File: config.mk
export PLATFORM = sky130hd
export DESIGN_NAME = mem_bus_arbiter
export DESIGN_NICKNAME = d
export VERILOG_FILES = /design/src/rtl/mem_bus_arbiter.sv
export SDC_FILE = /design/constraint.sdc
export NUM_CORES = 1
export LEC_CHECK = 0
export CAP_MARGIN = 10
export CELL_PAD_IN_SITES_DETAIL_PLACEMENT = 1
export CELL_PAD_IN_SITES_GLOBAL_PLACEMENT = 2
export CORE_MARGIN = 2
export CORE_UTILIZATION = 37
export CTS_CLUSTER_SIZE = 10
export DETAILED_ROUTE_END_ITERATION = 8
export DONT_BUFFER_PORTS = 1
export PLACE_DENSITY = 0.84
export SETUP_SLACK_MARGIN = 0.1
export SKIP_LAST_GASP = 1
export SLEW_MARGIN = 40
export SYNTH_ARGS = -nofsm -noshare
export SYNTH_HDL_FRONTEND = slang
export SYNTH_SLANG_ARGS = --single-unit
File: constraint.sdc
create_clock -name i_clk -period 3 [get_ports i_clk]
set_input_delay 0.3 -clock i_clk [delete_from_list [all_inputs] [get_ports i_clk]]
set_output_delay 0.3 -clock i_clk [all_outputs]
set_load 0.02 [all_outputs]
File: src/rtl/mem_bus_arbiter.sv
// mem_bus_arbiter: merges instruction and data buses onto one shared memory port with a watchdog
// Build option: ARB_ROUND_ROBIN_EN selects round-robin contention (default is fixed data priority).
// Ports:
//   i_clk, i_rst_n                          clock, asynchronous active-low reset
//   i_instr_req/addr, o_instr_rdata/ack     instruction read requester
//   i_data_req/we/addr/wdata, o_data_rdata/ack  data load/store requester
//   o_mem_req/we/addr/wdata, i_mem_rdata/ready  shared memory port (outputs registered)
//   o_timeout                               sticky watchdog-abort flag
module mem_bus_arbiter #(
  parameter int DATA_WIDTH = 32,
  parameter int ADDR_WIDTH = 32,
  parameter int TIMEOUT_CYCLES = 255
) (
  input  logic                  i_clk,
  input  logic                  i_rst_n,
  input  logic                  i_instr_req,
  input  logic [ADDR_WIDTH-1:0] i_instr_addr,
  output logic [DATA_WIDTH-1:0] o_instr_rdata,
  output logic                  o_instr_ack,
  input  logic                  i_data_req,
  input  logic                  i_data_we,
  input  logic [ADDR_WIDTH-1:0] i_data_addr,
  input  logic [DATA_WIDTH-1:0] i_data_wdata,
  output logic [DATA_WIDTH-1:0] o_data_rdata,
  output logic                  o_data_ack,
  output logic                  o_mem_req,
  output logic                  o_mem_we,
  output logic [ADDR_WIDTH-1:0] o_mem_addr,
  output logic [DATA_WIDTH-1:0] o_mem_wdata,
  input  logic [DATA_WIDTH-1:0] i_mem_rdata,
  input  logic                  i_mem_ready,
  output logic                  o_timeout
);
`ifdef ARB_ROUND_ROBIN_EN
  localparam bit RR = 1'b1;
`else
  localparam bit RR = 1'b0;
`endif
  localparam logic [15:0] TO = 16'(TIMEOUT_CYCLES);
  typedef enum logic [2:0] {IDLE, BUSY_I, BUSY_D, RESP_I, RESP_D} state_t;
  state_t state;
  logic [15:0] cnt, cnt_inc;
  logic last_d, grant_d, is_d, expired;
  logic [DATA_WIDTH-1:0] rd;
  // last_d: 1 when the data side won the most recent grant; only steers contention in round-robin builds
  always_comb begin
    cnt_inc = (cnt == 16'hFFFF) ? cnt : cnt + 16'd1;
    expired = cnt_inc >= TO;
    grant_d = i_data_req && (!i_instr_req || !RR || !last_d);
    is_d = state == BUSY_D;
    rd = i_mem_ready ? i_mem_rdata : '1;
  end
  always_ff @(posedge i_clk or negedge i_rst_n) begin
    if (!i_rst_n) begin
      state <= IDLE;
      cnt <= '0;
      last_d <= 1'b0;
      o_instr_rdata <= '0;
      o_instr_ack <= 1'b0;
      o_data_rdata <= '0;
      o_data_ack <= 1'b0;
      o_mem_req <= 1'b0;
      o_mem_we <= 1'b0;
      o_mem_addr <= '0;
      o_mem_wdata <= '0;
      o_timeout <= 1'b0;
    end else begin
      o_instr_ack <= 1'b0;
      o_data_ack <= 1'b0;
      case (state)
        IDLE: if (i_instr_req || i_data_req) begin
          state <= grant_d ? BUSY_D : BUSY_I;
          last_d <= grant_d;
          cnt <= '0;
          o_mem_req <= 1'b1;
          o_mem_we <= grant_d && i_data_we;
          o_mem_addr <= grant_d ? i_data_addr : i_instr_addr;
          o_mem_wdata <= grant_d ? i_data_wdata : '0;
        end
        BUSY_I, BUSY_D: begin
          if (!i_mem_ready) cnt <= cnt_inc;
          // ready on the expiry edge counts as a normal completion
          if (i_mem_ready || expired) begin
            state <= is_d ? RESP_D : RESP_I;
            o_mem_req <= 1'b0;
            o_instr_ack <= !is_d;
            o_data_ack <= is_d;
            if (!i_mem_ready) o_timeout <= 1'b1;
            if (!is_d) o_instr_rdata <= rd;
            else if (!o_mem_we) o_data_rdata <= rd;
          end
        end
        default: state <= IDLE;
      endcase
    end
  end
endmodule
# Word-level counts from Yosys, hierarchy flattened
# Cells that the tools add are included.
# classes
add_sub_neg	1
mul	0
div_mod_pow	0
n_lt_le_gt_ge	1
eq_ne	6
shifts	0
n_mux	19
n_bitwise	3
reduce_logical	14
# op_table
cell	n
$mux W32	3
$mux W16	3
$pmux W16 S2	1
$add A16 B1 Y16 const B	1
$eq A16 B16 Y1 const B	1
$ge A16 B8 Y1 const B	1
$reduce_and A3 Y1	4
$mux W3	3
$mux W1	6
$ne A2 B2 Y1 const B	3
$pmux W3 S2	1
$reduce_and A2 Y1	2
$reduce_and A4 Y1	1
$eq A3 B1 Y1 const B	1
$eq A3 B2 Y1 const B	1
$logic_not A3 Y1	1
$not A1 Y1	3
$logic_or A1 B1 Y1	2
$mux W2	1
$pmux W1 S2	1
$reduce_bool A2 Y1	1
$reduce_or A2 Y1	1
$logic_and A1 B1 Y1	1
$logic_not A1 Y1	1
# totals
regBits	152
latchBits	0
ramBits	0
romBits	0
in_bits	134
out_inout_bits	133
wordCells	55
n_memories	0

# Depth between registers and ports, before layout
# Gate-level depths: netlist (run 1).
# depth
word_depth	6
depth_mapped	12
ltp_nobuf	8

# Worst setup path before layout (run 1)
# Ideal clock, no wire load.
# synth_timing
path_type	register to register
start	register cnt[0]
end	register o_data_ack
setup_ps	137
arrival_ps	2507
t_required_ps	2863
path_slack_ps	355
path_stages_with_launch	13
n_path_buf	4
period_less_slack_ps	2645
cell_sequence	dfrtp_1 -> ha_1 -> buf_2 -> nand3_1 -> nor4_1 -> xor2_1 -> a311o_1 -> nor4_2 -> and2b_1 -> buf_4 -> buf_6 -> buf_8 -> a21oi_1
# synth_via
elab_chain_cells	6
elab_cells_between_ends	7
classes_between	add/sub: 1; order compare: 1; eq/ne: 1; mux: 3; reduce/logical: 1
# synth_rtl
item	line_no	text
start, declared	42	logic [15:0] cnt, cnt_inc;
start signal, assigned	81	if (!i_mem_ready) cnt <= cnt_inc;
$add A16 B1 Y16 / $eq A16 B16 Y1 (equally long branches)	47	cnt_inc = (cnt == 16'hFFFF) ? cnt : cnt + 16'd1;
$mux W16 *	47	
$ge A16 B8 Y1 *	48	expired = cnt_inc >= TO;
$logic_or A1 B1 Y1 *	83	if (i_mem_ready || expired) begin
$mux W1 *	83	
$mux W1 *	70	case (state)
end signal, assigned	87	o_data_ack <= is_d;
end, declared	25	output logic o_data_ack,
# Every way passes the cells marked *; elsewhere a longest branch is shown, timed or not.
# A chain may end at the register's enable or synchronous reset.

# Worst setup path after layout (run 1)
# layout_timing
start	register cnt[0]
end	register o_instr_rdata[7]
# layout_via
elab_chain_cells	5
elab_cells_between_ends	6
classes_between	add/sub: 1; order compare: 1; eq/ne: 1; mux: 1; reduce/logical: 2
# layout_rtl
item	line_no	text
$add A16 B1 Y16 / $eq A16 B16 Y1 (equally long branches)	47	
$mux W16 *	47	
$ge A16 B8 Y1 *	48	
$logic_or A1 B1 Y1 *	83	
$reduce_and A3 Y1 (no line) *	--	
end signal, assigned	89	if (!is_d) o_instr_rdata <= rd;
end, declared	18	output logic [DATA_WIDTH-1:0] o_instr_rdata,
# Marked as above.

==> results by group, run 1 <==
Outcome
  – Status: finished with violations
  – Failing checks: hold timing

Setup path
  – Slowest-stage cell, CP: dfrtp_2
  – Arrival @ worst endpoint: 3.03 ns
  – Req. time, crit path: 3.26 ns
  – Cells along the critical path: ha_1 -> buf_4 -> and4_1 -> and2_1 -> o21ai_0 -> o21ai_0 -> nor4_2 -> and2b_2 -> buf_12 -> a221oi_1
  – Critical path type: reg2reg
  – Slowest Stage Delay on Critical Path: 0.46 ns
  – Cell repeated most along the worst path: o21ai_0
  – Critical Path End Type: flip-flop
  – Worst Setup Start Kind: flip-flop
  – Crit-path max FO: 39

Layout
  – Share of post-route cells with drive strength above 1: 9.22%
  – Layout fillers: 2062
  – Area Growth Syn to Fin: 16.1%
  – Fin nets: 849
  – # diodes: 0
  – Fin cells: 961

STA
  – Achievable Freq: 361 MHz
  – Slew Viols, Final: 0
  – Slew @ Worst Pin: 0.695 ns
  – Period utilization: 92.4%
  – RSZ-0062 raised after global routing: false
  – Relative slew slack: 53.7%
  – Fin crit period: 2.77 ns
  – Clock skew: 0.0130 ns
  – Hold Fails Final Rpt: 152
  – Worst hold slack: -0.422 ns
  – Final setup vio count: 0
  – Setup TNS after final layout: 0 ns

Drt
  – Via count: 5626
  – Routed wire length: 21700 um
  – Drt drc: 0
  – DR iter-0 viols: 280
  – Routed len/inst: 22.6 um
  – Routed Antenna Nets: 0
  – Vias per cell: 5.85
  – Drt pass-1 iters: 5

GRT
  – Largest net degree at the start of global routing: 153
  – Vias in the first global route: 6094
  – First-pass GRT wire length: 33900 um
  – Initial antenna violation count: 0
  – Grt total ovfl: 0
  – GRT Overall Usage: 21.7%

Yosys
  – Mean area per synthesized cell: 9.85 um2
  – Synth top area cells: dfrtp_1 54%, nor2_1 9.8%, a221oi_1 7.3%, mux2i_1 5.0%, a22o_1 4.3%
  – Post-synth EDFFs: 0
  – FF+latch count, synth: 152
  – Post-Syn Instances: 711
  – Post-synth ARST share: 100%
  – Sequential area share after synthesis: 54.3%
  – Synth warn: 0
  – Synth Cell Area: 7000 um2
  – Top cell type's share of synthesized area: 54.3%
  – Predominant post-synthesis flop cell: dfrtp_1
  – Unique masters post-synth: 51
  – Area leader, netlist: dfrtp_1
  – Post-synth net total: 846

Placement
  – Post-DP HPWL: 15000 um
  – Port bufs: 0
  – Routability Congestion: 0.862
  – Placed insts: 901

Power and ir drop
  – Gate power share: 22.9%
  – Net switching power figure: 0.00415 W
  – Sw Share: 45.2%
  – Pint: 0.00503 W
  – Worst vdd ir: 0.000448 V
  – Leak: 3.58 nW
  – PD cells: 1130 nW/um2
  – Sequential share of power: 52.2%
  – Power share of the clock group: 24.8%

Clock tree
  – Num Clock Sinks: 152
  – TritonCTS Buffers: 17
  – Clock Path Buffers: 2
  – Clk_lat worst skew: 0.43 ns
  – Reg clk slew, reported paths: 0.07 ns
  – Clock root buffer: clkbuf_16
  – CTS tree: built
  – # H-tree levels: 4
  – CTS Hold Bufs: 28
  – Number of setup buffers added after CTS: 0

Floorplanning
  – Std cell rows: 50
  – Chip Height: 142 um
  – Die X: 142 um
  – Total die area: 20000 um2
  – IO Count: 267
  – Core ar.: 18600 um2
  – Initial Util: 37.6%

Worst hold path
  – Hold Path Class: in2async

Job
  – Max-cap viol count: 0
-- metal layers --
| metal | up-vias | GRT usage [%] | part of all wire (%) |
|---|---|---|---|
| li1 | 2568 | - | - |
| met1 | 2824 | 24.8 | 38 |
| met2 | 208 | 39.2 | 54 |
| met3 | 26 | 5.80 | 6.5 |
| met4 | 0 | 7.16 | 1.8 |
| met5 | - | 0 | 0 |
-- critical path, delay by kind of cell, from the launching register on --
family | cells | cell delay (ns)
simple gates | 4 | 0.95
compound gates | 3 | 0.58
flops | 1 | 0.46
buf+inv | 2 | 0.39
fa+ha+maj | 1 | 0.23
-- through the flow --
step | instance area [um2] | setup WS (ns) | utilization (%) | power [W]
6_report | 8130 | 0.229 | 43.6 | 0.00917
5_1_grt | 8130 | 0.165 | 43.6 | 0.00971
3_5_place_dp | 7200 | 0.174 | 38.6 | 0.00693
4_1_cts | 8120 | 0.118 | 43.5 | 0.00926
3_3_place_gp | 7200 | 0.294 | 38.6 | 0.00671
2_1_floorplan | 7000 | 0.355 | - | 0.00611
-- final cells by class --
type,instances,area (um2),share of cell area (%)
clock inverter,15,206,2.54
multi-input combinational,499,2990,36.7
timing repair buffer,41,403,4.95
sequential,152,3810,46.8
inverter,3,11.3,0.138
tap,234,293,3.60
clock buffer,17,425,5.23
-- cell usage in the layout, fill, tap and decap left out, types with 2 or more instances in the layout --
cell type,Yosys,final
dfrtp_2,0,2
nand3_1,15,15
a211oi_1,2,2
nor2_1,183,181
clkinvlp_4,0,2
o31ai_1,4,4
nand2_1,54,54
dfrtp_1,152,150
o21ai_0,45,45
buf_4,1,11
and2_1,2,2
buf_12,0,2
a221oi_1,58,58
nor3_1,11,10
xnor2_1,3,3
a31oi_1,2,2
a21oi_1,9,9
inv_6,0,5
inv_1,2,2
xor2_1,2,2
nand4_1,6,6
mux2_2,2,2
dlygate4sd3_1,0,28
and4b_1,2,2
inv_8,0,2
nor2_4,0,2
clkinv_8,0,4
a22o_1,34,34
bufinv_16,0,2
clkbuf_16,0,17
a221oi_2,6,6
mux2i_1,35,35
-- sequential cells by signal, summed over array words and instances (netlist names) --
signal / count
o_mem_req: 1
o_mem_addr: 32
o_mem_wdata: 32
state: 3
o_data_ack: 1
cnt: 16
o_mem_we: 1
o_instr_rdata: 32
o_instr_ack: 1
o_data_rdata: 32
o_timeout: 1
-- path summary, 6_finish.rpt --
path                       slack (ns)               end  depth (start not counted)       startpoint
min in group i_clk               0.02    o_mem_wdata[0]                          1  i_data_wdata[0]
min reg2reg                      0.59            cnt[0]                          1           cnt[0]
max in group asynchronous        3.11    o_mem_addr[11]                          0          i_rst_n
min                             -0.42  o_instr_rdata[7]                          0          i_rst_n
max reg2reg                      0.23  o_instr_rdata[7]                         10           cnt[0]
max                              0.23  o_instr_rdata[7]                         10           cnt[0]
-- cell families (layout without fill, tap and decap cells) --
logic type / count (synthesis) / after routing / share of synthesized area [%]
adder cells (fa/ha/maj): 1 / 1 / 0.179
flip-flops: 152 / 152 / 54.3
XOR/XNOR: 5 / 5 / 0.625
buffers and inverters: 60 / 76 / 3.72
AND/OR/NAND/NOR: 285 / 285 / 17.0
AO/OA/AOI/OAI: 171 / 171 / 18.9
multiplexers: 37 / 37 / 5.32
-- synthesized netlist by cell type (all sizes together) (2+ instances only) --
master and instances:
or2 2, and2b 2, xnor2 3, a21oi 9, nand3 16, a221oi 64, a211oi 2, buf 16
mux2i 35, clkbuf 41, a31oi 2, nand2 54, nor4 2, and2 2, o21ai 46, a22o 34
nor2 183, xor2 2, nor3 11, and4b 2, dfrtp 152, mux2 2, o31ai 5, nand4 6
inv 3
-- power by group through the flow --
| stage | registers, W | clock network (W) | logic, W |
|---|---|---|---|
| 5_1_grt | 0.00490 | 0.00241 | 0.00240 |
| 3_5_place_dp | 0.00484 | 0 | 0.00209 |
| 6_report | 0.00479 | 0.00228 | 0.00211 |
| 4_1_cts | 0.00481 | 0.00233 | 0.00212 |
| 3_3_place_gp | 0.00479 | 0 | 0.00192 |
| 2_1_floorplan | 0.00443 | 0 | 0.00168 |
-- repair_timing --
item	4_1_cts	5_1_grt
pin swaps	0	1
setup endpoints to repair	69	69
hold endpoints to repair	180	152
resized for setup	1	4
Note: power is estimated with default switching activity, not from simulation.
==> run 2: changes to the inputs <==
--- a/config.mk
+++ b/config.mk
@@ -13,6 +13,7 @@
 export CTS_CLUSTER_SIZE = 10
 export DETAILED_ROUTE_END_ITERATION = 8
 export DONT_BUFFER_PORTS = 1
+export GPL_TIMING_DRIVEN = 0
 export PLACE_DENSITY = 0.84
 export SETUP_SLACK_MARGIN = 0.1
 export SKIP_LAST_GASP = 1
==> run 2 against run 1 <==
Net effect: the run still ends with hold timing left; clock skew is 0.00053 ns higher; die area stayed put; critical path depth is 2 higher; design area is 1.4% higher; sequential cell count stayed put; combinational power is 10% higher; worst setup slack worse by 0.014 ns; largest cell class unchanged; highest routed layer unchanged.
==> results by group, run 2 (synthesized netlist as in run 1, its figures left out) <==
Setup path
  – Critical Path End Type: flip-flop
  – Critical path type: reg2reg
  – Arrival @ worst endpoint: 3.06 ns (+0.03 ns)
  – Req. time, crit path: 3.28 ns (+0.02 ns)
  – Slowest Stage Delay on Critical Path: 0.43 ns (-0.03 ns)
  – Crit-path max FO: 10 (-74%)
  – Worst Setup Start Kind: flip-flop
  – Cells along the critical path: ha_1 -> clkbuf_4 -> and4_1 -> and2_1 -> o21ai_1 -> o21ai_2 -> nor4_4 -> and2b_1 -> buf_4 -> buf_6 -> buf_8 -> a21oi_1
  – Slowest-stage cell, CP: dfrtp_2
  – Buf/Inv on CP: 4 (+2)
  – CP delay by family, top: simple AND/OR/NAND/NOR gates

Floorplanning
  – Chip Height: 142 um (unchanged)
  – Initial Util: 37.6% (unchanged)
  – IO Count: 267 (unchanged)
  – Die X: 142 um (unchanged)
  – Total die area: 20000 um2 (unchanged)
  – Std cell rows: 50 (unchanged)
  – Core ar.: 18600 um2 (unchanged)

Job
  – Max-cap viol count: 0 (unchanged)

Layout
  – Commonest non-fill, non-tap cell in the layout: nor2_1
  – Post-Route Utilization: 44.2% (+0.62 points)
  – Area Growth Syn to Fin: 17.8%
  – Share of post-route cells with drive strength above 1: 9.73% (+0.51 points)
  – Fin nets: 893 (+5.2%)
  – # diodes: 0 (unchanged)
  – Most frequent cells in the layout: 182 x nor2_1, 150 x dfrtp_1, 58 x a221oi_1

Clock tree
  – Clock Path Buffers: 2 (unchanged)
  – Reg clk slew, reported paths: 0.06 ns (about the same)
  – Num Clock Sinks: 152 (unchanged)
  – Clk_lat worst skew: 0.43 ns (about the same)
  – Clock root buffer: clkbuf_16
  – CTS tree: built
  – # H-tree levels: 4 (unchanged)
  – TritonCTS Buffers: 17 (unchanged)

Power and ir drop
  – Power share of the clock group: 23.9% (-0.9 points)
  – Sequential share of power: 51.2% (-1.0 points)
  – Worst vdd ir: 0.000629 V (+40%)
  – PD cells: 1130 nW/um2 (+0.48%)
  – Pint: 0.00503 W (about the same)
  – Leak: 3.63 nW (+1.3%)
  – Gate power share: 24.9% (+2.0 points)
  – Sw Share: 46.2% (+1.0 points)
  – Net switching power figure: 0.00432 W (+4.2%)

STA
  – Achievable Freq: 359 MHz (-0.49%)
  – Hold Fails Final Rpt: 152 (unchanged)
  – Slew @ Worst Pin: 0.901 ns (+0.206 ns)
  – Final setup vio count: 0 (unchanged)
  – Clock skew: 0.0135 ns (+0.000532 ns)
  – Worst hold slack: -0.421 ns (+0.000902 ns)
  – RSZ-0062 raised after global routing: false
  – Fin crit period: 2.78 ns (+0.0138 ns)
  – Setup slack after layout: 0.215 ns (-0.0138 ns)
  – Slew Viols, Final: 0 (unchanged)
  – Relative slew slack: 39.5% (-14 points)
  – Period utilization: 92.8% (+0.46 points)

GRT
  – Grt total ovfl: 0 (unchanged)
  – Initial antenna violation count: 0 (unchanged)
  – Largest net degree at the start of global routing: 153 (unchanged)
  – Vias in the first global route: 6534 (+7.2%)
  – First-pass GRT wire length: 37700 um (+11%)
  – GRT Overall Usage: 24.5% (+2.8 points)

Outcome
  – Failing checks: hold timing
  – Status: finished with violations

Placement
  – Port bufs: 0 (unchanged)
  – Routability Congestion: 0.894 (+3.8%)
  – Post-DP HPWL: 18000 um (+20%)
  – DP Worst Slack: -0.212 ns (-0.386 ns)

Drt
  – Vias per cell: 5.92 (+1.2%)
  – Routed Antenna Nets: 0 (unchanged)
  – Routed wire length: 24500 um (+13%)
  – Drt drc: 0 (unchanged)
  – Via count: 5953 (+5.8%)
  – DR iter-0 viols: 321 (+15%)
  – Drt pass-1 iters: 4 (-1)
  – Routed len/inst: 24.3 um (+7.8%)

Worst hold path
  – Hold Path Class: in2async
-- run 2: cell types whose count changed in the layout (fill, tap and decap cells not counted), moves of 3 or more --
cell	delta
o21ai_1	+4
nor3_1	-3
nor3_2	+3
buf_2	+9
clkbuf_1	+41
dlygate4sd3_1	-5
buf_1	+3
o21ai_0	-4
clkinv_4	+3
buf_4	-5
clkinv_8	-3
-- run 2: per-stage QoR --
step	cells	hold slack, ns	power (W)	setup TNS (ns)	area [um2]
after floorplan	711	0.00441	0.00611	0	7000
after global placement	945	0.0177	0.00684	-1.96	7300
after detailed placement	945	0.0157	0.00709	-10.92	7300
after CTS	999	-0.442	0.00938	0	8170
after global routing	1005	-0.442	0.00988	0	8250
final	1005	-0.421	0.00935	0	8250
-- run 2: metal layers --
metal  part of all wire (%)  global-route usage, %  vias to the layer above
met5                      0                      0                        -
met2                     52                   43.4                      230
met1                     38                   27.5                     3027
met4                    3.2                   9.05                        0
met3                    7.1                   7.86                       43
li1                       -                      -                     2653
-- run 2: what timing repair did --
action | CTS | global route
gates resized for setup | 8 | 11
hold buffers | 21 | 2
buffers inserted | 1 | 4
endpoints found under the hold margin | 173 | 154
pin swaps | 1 | 2
setup endpoints to repair | 70 | 69
-- run 2: final timing paths --
| kind | start | end | slack, ns | cells after the start |
|---|---|---|---|---|
| hold / removal | i_rst_n | o_instr_rdata[4] | -0.42 | 0 |
| setup / recovery | cnt[1] | o_data_ack | 0.22 | 12 |
| hold reg to reg | cnt[15] | cnt[15] | 0.55 | 1 |
| min in group i_clk | i_data_wdata[23] | o_mem_wdata[23] | 0.01 | 1 |
| setup reg to reg | cnt[1] | o_data_ack | 0.22 | 12 |
| max in group asynchronous | i_rst_n | cnt[1] | 3.00 | 0 |
-- run 2: area by class of cell --
class	instances	area, um2
plain buffers	57	253
flip-flops and latches	152	3810
repair buffers	28	268
clock inverters	14	179
well taps	234	293
inverters	3	11.3
fillers	2093	10400
clock buffers	18	429
multi-input cells	499	3010
-- run 2: power groups by stage --
| stage | Sequential [W] | Clock [W] | Combinational [W] |
|---|---|---|---|
| after global placement | 0.00478 | 0 | 0.00206 |
| after floorplan | 0.00443 | 0 | 0.00168 |
| final | 0.00479 | 0.00224 | 0.00233 |
| after detailed placement | 0.00483 | 0 | 0.00226 |
| after global routing | 0.00488 | 0.00236 | 0.00263 |
| after CTS | 0.00480 | 0.00227 | 0.00231 |
==> run 3: changes to the inputs <==
--- a/config.mk
+++ b/config.mk
@@ -15,6 +15,7 @@
 export DONT_BUFFER_PORTS = 1
 export GPL_TIMING_DRIVEN = 0
 export PLACE_DENSITY = 0.84
+export RECOVER_POWER = 50
 export SETUP_SLACK_MARGIN = 0.1
 export SKIP_LAST_GASP = 1
 export SLEW_MARGIN = 40
==> results of run 3 <==
The final DEF is identical to that of run 2; final timing and power are the same.
